### src/rtl/soc_bus_pkg.sv
// Shared types and default constants for the SoC data-bus interconnect.
package soc_bus_pkg;

  // Transaction FSM encoding (kept as plain constants for legacy tools).
  typedef logic [1:0] state_t;
  localparam state_t ST_IDLE   = 2'd0;
  localparam state_t ST_ACCESS = 2'd1;
  localparam state_t ST_RESP   = 2'd2;

  // Read data returned on an unmapped or timed-out read.
  localparam logic [31:0] ERR_DATA_DEF = 32'hDEAD_BEEF;

  // Default memory map: RAM at 0x0000 (4 KiB), GPIO at 0x1000, TIMER at 0x2000.
  localparam logic [31:0] RAM_BASE   = 32'h0000_0000;
  localparam logic [31:0] RAM_MASK   = 32'hFFFF_F000;
  localparam logic [31:0] GPIO_BASE  = 32'h0000_1000;
  localparam logic [31:0] GPIO_MASK  = 32'hFFFF_FF00;
  localparam logic [31:0] TIMER_BASE = 32'h0000_2000;
  localparam logic [31:0] TIMER_MASK = 32'hFFFF_FF00;

  // Width of a slave index; at least one bit even for a single slave.
  function automatic int idx_width(input int n);
    return (n > 1) ? $clog2(n) : 1;
  endfunction

endpackage

### src/rtl/soc_addr_decode.sv
// Combinational address decoder: maps an address to a slave index.
// The lowest-numbered matching slave wins when windows overlap.
module soc_addr_decode
  import soc_bus_pkg::*;
#(
  parameter int                  N_SLV = 3,
  parameter int                  AW    = 32,
  parameter logic [N_SLV*AW-1:0] BASE  = '0,
  parameter logic [N_SLV*AW-1:0] MASK  = '0,
  parameter int                  IW    = idx_width(N_SLV)
) (
  input  logic [AW-1:0] addr_i,
  output logic          hit_o,
  output logic [IW-1:0] idx_o
);

  // Scan from the highest index down so the lowest match is written last.
  always_comb begin
    hit_o = 1'b0;
    idx_o = '0;
    for (int i = N_SLV - 1; i >= 0; i--) begin
      if ((addr_i & MASK[i*AW +: AW]) == (BASE[i*AW +: AW] & MASK[i*AW +: AW])) begin
        hit_o = 1'b1;
        idx_o = IW'(i);
      end
    end
  end

endmodule

### src/rtl/soc_dbus_xbar.sv
// Data-bus interconnect: core data port to N memory-mapped slaves.
// One transaction at a time; IDLE latches, ACCESS waits for ack or timeout,
// RESP returns a single-cycle ready pulse with optional error.
module soc_dbus_xbar
  import soc_bus_pkg::*;
#(
  parameter int                  AW       = 32,
  parameter int                  DW       = 32,
  parameter int                  N_SLV    = 3,
  parameter logic [N_SLV*AW-1:0] SLV_BASE = {TIMER_BASE, GPIO_BASE, RAM_BASE},
  parameter logic [N_SLV*AW-1:0] SLV_MASK = {TIMER_MASK, GPIO_MASK, RAM_MASK},
  parameter int                  TIMEOUT  = 16,
  parameter logic [DW-1:0]       ERR_DATA = ERR_DATA_DEF
) (
  input  logic                clk,
  input  logic                rst,
  input  logic                dm_rd_req_i,
  input  logic [AW-1:0]       dm_rd_addr_i,
  input  logic                dm_wr_req_i,
  input  logic [AW-1:0]       dm_wr_addr_i,
  input  logic [DW-1:0]       dm_wr_data_i,
  output logic [DW-1:0]       dm_rd_data_o,
  output logic                dm_ready_o,
  output logic                dm_err_o,
  output logic [N_SLV-1:0]    s_wen_o,
  output logic [N_SLV-1:0]    s_ren_o,
  output logic [AW-1:0]       s_addr_o,
  output logic [DW-1:0]       s_wdata_o,
  input  logic [N_SLV*DW-1:0] s_rdata_i,
  input  logic [N_SLV-1:0]    s_ack_i
);

  localparam int IW = idx_width(N_SLV);
  localparam int CW = $clog2(TIMEOUT) + 1;
  localparam logic [CW-1:0] CNT_LAST = CW'(TIMEOUT - 1);
  localparam logic [CW-1:0] CNT_MAX  = '1;

  state_t            state_q, state_d;
  logic [CW-1:0]     cnt_q, cnt_d;
  logic              op_wr_q, op_wr_d;
  logic [IW-1:0]     sel_q, sel_d;
  logic              err_q, err_d;
  logic [DW-1:0]     rd_data_q, rd_data_d;
  logic [N_SLV-1:0]  wen_q, wen_d;
  logic [N_SLV-1:0]  ren_q, ren_d;
  logic [AW-1:0]     addr_q, addr_d;
  logic [DW-1:0]     wdata_q, wdata_d;

  logic              req_any;
  logic [AW-1:0]     req_addr;
  logic              dec_hit;
  logic [IW-1:0]     dec_idx;
  logic [N_SLV-1:0]  dec_onehot;
  logic              ack_sel;
  logic [DW-1:0]     rdata_sel;

  // Write wins over a simultaneous read; the held read is taken next time round.
  assign req_any  = dm_wr_req_i | dm_rd_req_i;
  assign req_addr = dm_wr_req_i ? dm_wr_addr_i : dm_rd_addr_i;

  soc_addr_decode #(
    .N_SLV (N_SLV),
    .AW    (AW),
    .BASE  (SLV_BASE),
    .MASK  (SLV_MASK),
    .IW    (IW)
  ) u_addr_decode (
    .addr_i (req_addr),
    .hit_o  (dec_hit),
    .idx_o  (dec_idx)
  );

  // Expand decoded index to a one-hot enable pattern.
  always_comb begin
    dec_onehot = '0;
    for (int i = 0; i < N_SLV; i++) begin
      dec_onehot[i] = (dec_idx == IW'(i));
    end
  end

  // Pick ack and read data of the latched slave only; other acks are ignored.
  always_comb begin
    ack_sel   = 1'b0;
    rdata_sel = '0;
    for (int i = 0; i < N_SLV; i++) begin
      if (sel_q == IW'(i)) begin
        ack_sel   = s_ack_i[i];
        rdata_sel = s_rdata_i[i*DW +: DW];
      end
    end
  end

  // Next-state and datapath for the transaction FSM.
  always_comb begin
    state_d   = state_q;
    cnt_d     = cnt_q;
    op_wr_d   = op_wr_q;
    sel_d     = sel_q;
    err_d     = err_q;
    rd_data_d = rd_data_q;
    wen_d     = wen_q;
    ren_d     = ren_q;
    addr_d    = addr_q;
    wdata_d   = wdata_q;
    unique case (state_q)
      ST_IDLE: begin
        err_d = 1'b0;
        if (req_any) begin
          op_wr_d = dm_wr_req_i;
          addr_d  = req_addr;
          wdata_d = dm_wr_data_i;
          sel_d   = dec_idx;
          cnt_d   = '0;
          if (dec_hit) begin
            wen_d   = dm_wr_req_i ? dec_onehot : '0;
            ren_d   = dm_wr_req_i ? '0 : dec_onehot;
            state_d = ST_ACCESS;
          end else begin
            err_d     = 1'b1;
            rd_data_d = dm_wr_req_i ? '0 : ERR_DATA;
            state_d   = ST_RESP;
          end
        end
      end
      ST_ACCESS: begin
        if (ack_sel) begin
          err_d     = 1'b0;
          rd_data_d = op_wr_q ? '0 : rdata_sel;
          wen_d     = '0;
          ren_d     = '0;
          state_d   = ST_RESP;
        end else if (cnt_q == CNT_LAST) begin
          err_d     = 1'b1;
          rd_data_d = op_wr_q ? '0 : ERR_DATA;
          wen_d     = '0;
          ren_d     = '0;
          state_d   = ST_RESP;
        end else if (cnt_q != CNT_MAX) begin
          cnt_d = cnt_q + CW'(1);
        end
      end
      ST_RESP: begin
        state_d = ST_IDLE;
      end
      default: begin
        wen_d   = '0;
        ren_d   = '0;
        state_d = ST_IDLE;
      end
    endcase
  end

  // State and output registers; reset drops slave enables immediately.
  always_ff @(posedge clk or posedge rst) begin
    if (rst) begin
      state_q   <= ST_IDLE;
      cnt_q     <= '0;
      op_wr_q   <= 1'b0;
      sel_q     <= '0;
      err_q     <= 1'b0;
      rd_data_q <= '0;
      wen_q     <= '0;
      ren_q     <= '0;
      addr_q    <= '0;
      wdata_q   <= '0;
    end else begin
      state_q   <= state_d;
      cnt_q     <= cnt_d;
      op_wr_q   <= op_wr_d;
      sel_q     <= sel_d;
      err_q     <= err_d;
      rd_data_q <= rd_data_d;
      wen_q     <= wen_d;
      ren_q     <= ren_d;
      addr_q    <= addr_d;
      wdata_q   <= wdata_d;
    end
  end

  assign dm_ready_o   = (state_q == ST_RESP);
  assign dm_err_o     = dm_ready_o & err_q;
  assign dm_rd_data_o = rd_data_q;
  assign s_wen_o      = wen_q;
  assign s_ren_o      = ren_q;
  assign s_addr_o     = addr_q;
  assign s_wdata_o    = wdata_q;

endmodule

### config.mk
export PLATFORM = sky130hd
export DESIGN_NAME = soc_dbus_xbar
export DESIGN_NICKNAME = d
export VERILOG_FILES = /design/src/rtl/soc_bus_pkg.sv /design/src/rtl/soc_addr_decode.sv /design/src/rtl/soc_dbus_xbar.sv
export SDC_FILE = /design/constraint.sdc
export NUM_CORES = 1
export LEC_CHECK = 0
export ABC_AREA = 1
export BUFFER_PORTS_ARGS = -buffer_cell sky130_fd_sc_hd__buf_2
export CAP_MARGIN = 0
export CORE_AREA = 2 2 116 118
export CTS_CLUSTER_DIAMETER = 150
export DETAILED_ROUTE_END_ITERATION = 16
export DIE_AREA = 0 0 118 120
export PLACE_DENSITY = 0.82
export SYNTH_ARGS = -nofsm -noshare
export SYNTH_HDL_FRONTEND = slang
export SYNTH_SLANG_ARGS = --single-unit
### constraint.sdc
create_clock -name clk -period 9 [get_ports clk]
set_input_delay 0.45 -clock clk [delete_from_list [all_inputs] [get_ports clk]]
set_output_delay 0.45 -clock clk [all_outputs]
set_load 0.005 [all_outputs]
==> qor.csv <==
metric,value,unit
start_util,46.8,%
period_needed,2940,ps
clk_latency,410,ps
synthAdderAreaFrac,0.618,%
power.leakage,4.84,nW
drc,0,
reg2reg_from,state_q[0],
clkSinkCount,113,
synth.avg_cell_area,6.87,um2
finalNetCount,1364,
period_share,32.7,%
start_kind,input port,
num_rows,42,
final.setup.tns,0,ps
root_buffer,clkbuf_16,
numPortBuffers,302,
antenna_found_initial,0,
ys_warn_count,0,
layout-drive-gt1-share,29.9,%
drv_cap,0,
synth_top_family_by_area,simple AND/OR/NAND/NOR gates,
slew_headroom,16.2,%
fin_util,63.6,%
io_pins,303,
core_area,13000,um2
synth_top_area_cell,dfrtp_1,
synthCells,883,
tightest_slew,1260,ps
cp_top_family,simple AND/OR/NAND/NOR gates,
cp_slowest_cell,buf_2,
synth_ff_type,dfrtp_1,
cts_tree,done,
wl,17.7,mm
synth.top_cells.by_count,"nand2_1 (459), dfrtp_1 (113), nand3_1 (73)",
avgViaCountPerCell,4.92,
syn-num-nets,1085,
synth_area_leaders,"dfrtp_1 (47%), nand2_1 (28%), nand3_1 (6.0%)",
critical-path-max-stage-delay,580,ps
synth_cell_types,25,
synth_top_cell_area_share,46.6,%
cp.arrival,3280,ps
power.density,277,nW/um2
yosysMostFrequentCell,nand2_1,
fin_ws,6060,ps
setup_violations,0,
grt_first_pass_wirelength,28.2,mm
fmax,340,MHz
globalRouteOverflowTotal,0,
fillers,1187,
syn-cell-area,6070,um2
post_cts_resized,0,
async_flop_share,100,%
hold_buffers,0,
timing.final.hold_violations,0,
pre_cts_slack,5750,ps
crit_fanout,44,
drv_slew,0,
yosys.area_share.xor_xnor,0.144,%
fp.dieArea,14200,um2
post-cts-setup-buffers,0,
synthMuxAreaShare,0,%
top_layer,met4,
path_buf_inv,2,
ir_worst_vdd,0.176,mV
fp.dieH,120,um
finClkSkew,6.55,ps
wl_met2,8.67,mm
cts_max_level,4,
cp-end-kind,register,
cpMostUsedCell,nand2_1,
clkTransAtPathRegs,50,ps
grt_max_degree,75,
syn2layout_area_growth,36.1,%
drtIter0Drc,386,
die_w,118,um
grt_pass1_vias,6118,
diodes,0,
ant_nets,0,
clockBufferDepth,2,
synth_edf_count,0,
hpwlAfterDp,12.8,mm
yosys.area_share.simple,38.8,%
dr.pass1.iters,5,
status,finished clean,
synth_compound_area_share,6.33,%
path_cells,buf_2 -> inv_2 -> nand2_1 -> nand2_1 -> nor2_2 -> nand3_1 -> nor2_1 -> nand2_1 -> nand3_2 -> nand2_4 -> nand2_4 -> nand2_1 -> nand2_1,
ys_seq_elements,113,
detail_route.wl_per_cell,13.1,um
grt_setup_unrepaired,false,
grt.total_usage,24.9,%
yosysSeqAreaShare,46.6,%
required,9340,ps
crit_type,input port to register,
met1_length,7.45,mm
cts_buffers,17,
min_path_type,input port to async pin,
gp_congestion,0.853,
crit_start,dm_wr_req_i,
wl_met3,975,um
dr_total_vias,6643,
[final cells by class]
| class | count | area (um2) | area share [%] |
|---|---|---|---|
| clock buffer | 19 | 453 | 5.48 |
| multi-input combinational | 667 | 2790 | 33.8 |
| tap | 176 | 220 | 2.67 |
| sequential | 113 | 2830 | 34.2 |
| clock inverter | 11 | 210 | 2.55 |
| inverter | 58 | 220 | 2.67 |
| timing repair buffer | 305 | 1530 | 18.6 |
[worst register-to-register path: cells and delay by family (launching register included)]
family	cells	cell delay, ps
flops	1	380
compound gates	1	270
buf+inv	2	270
simple gates	5	1510
[metrics by stage]
step	power, mW	hold WS, ps	instances	instance area (um2)
3_3_place_gp	1.52	449	1319	7600
2_1_floorplan	1.21	441	883	6070
6_report	2.29	145	1349	8260
3_5_place_dp	1.54	453	1319	7600
5_1_grt	2.44	202	1349	8260
4_1_cts	2.31	156	1349	8260
[cells in the final DEF, fill, tap and decap left out, drive strengths merged]
cell type  instances
bufinv             6
nor3b              1
nand3             74
dfrtp            113
clkinvlp           2
nor2              53
inv               58
and3               1
o21ai             57
xor2               1
nor3               1
ha                 3
clkinv             3
a31oi             14
o211ai             1
clkbuf            19
buf              305
nand2            461
[state kept, by name, indices dropped and copies added, names as in the netlist]
| name | cells |
|---|---|
| cnt_q | 5 |
| s_addr_o | 32 |
| s_wen_o | 3 |
| s_wdata_o | 32 |
| dm_rd_data_o | 32 |
| op_wr_q | 1 |
| err_q | 1 |
| state_q | 2 |
| sel_q | 2 |
| s_ren_o | 3 |
[power breakdown]
part / switching (mW) / total (mW) / leakage [nW] / internal, mW
logic: 0.421 / 0.712 / 3.11 / 0.292
clock network: 0.227 / 0.755 / 0.321 / 0.528
registers: 0.110 / 0.823 / 1.40 / 0.712
total: 0.758 / 2.29 / 4.84 / 1.53
[cell families (layout without fill, tap and decap cells)]
family	Yosys count	in the layout
buf+inv	103	393
fa+ha+maj	3	3
simple gates	591	591
xor+xnor	1	1
flops	113	113
compound gates	72	72
[metal layers]
layer  global-route usage, %  vias to the layer above
met5                       0                        -
met4                    11.7                        0
met3                    4.90                       48
met2                    42.1                      279
met1                    30.8                     3015
li1                        -                     3301
[path summary, 6_finish.rpt]
kind,slack [ps],endpoint,cells past startpoint
min in group clk,240,s_wdata_o[20],3
max in group asynchronous,7660,s_wdata_o[29],3
worst max register to register,6510,dm_rd_data_o[18],8
worst min register to register,460,s_wdata_o[21],2
worst max-delay path,6060,dm_rd_data_o[20],13
worst min-delay path,140,s_wdata_o[10],2
(Power assumes the default switching activity.)
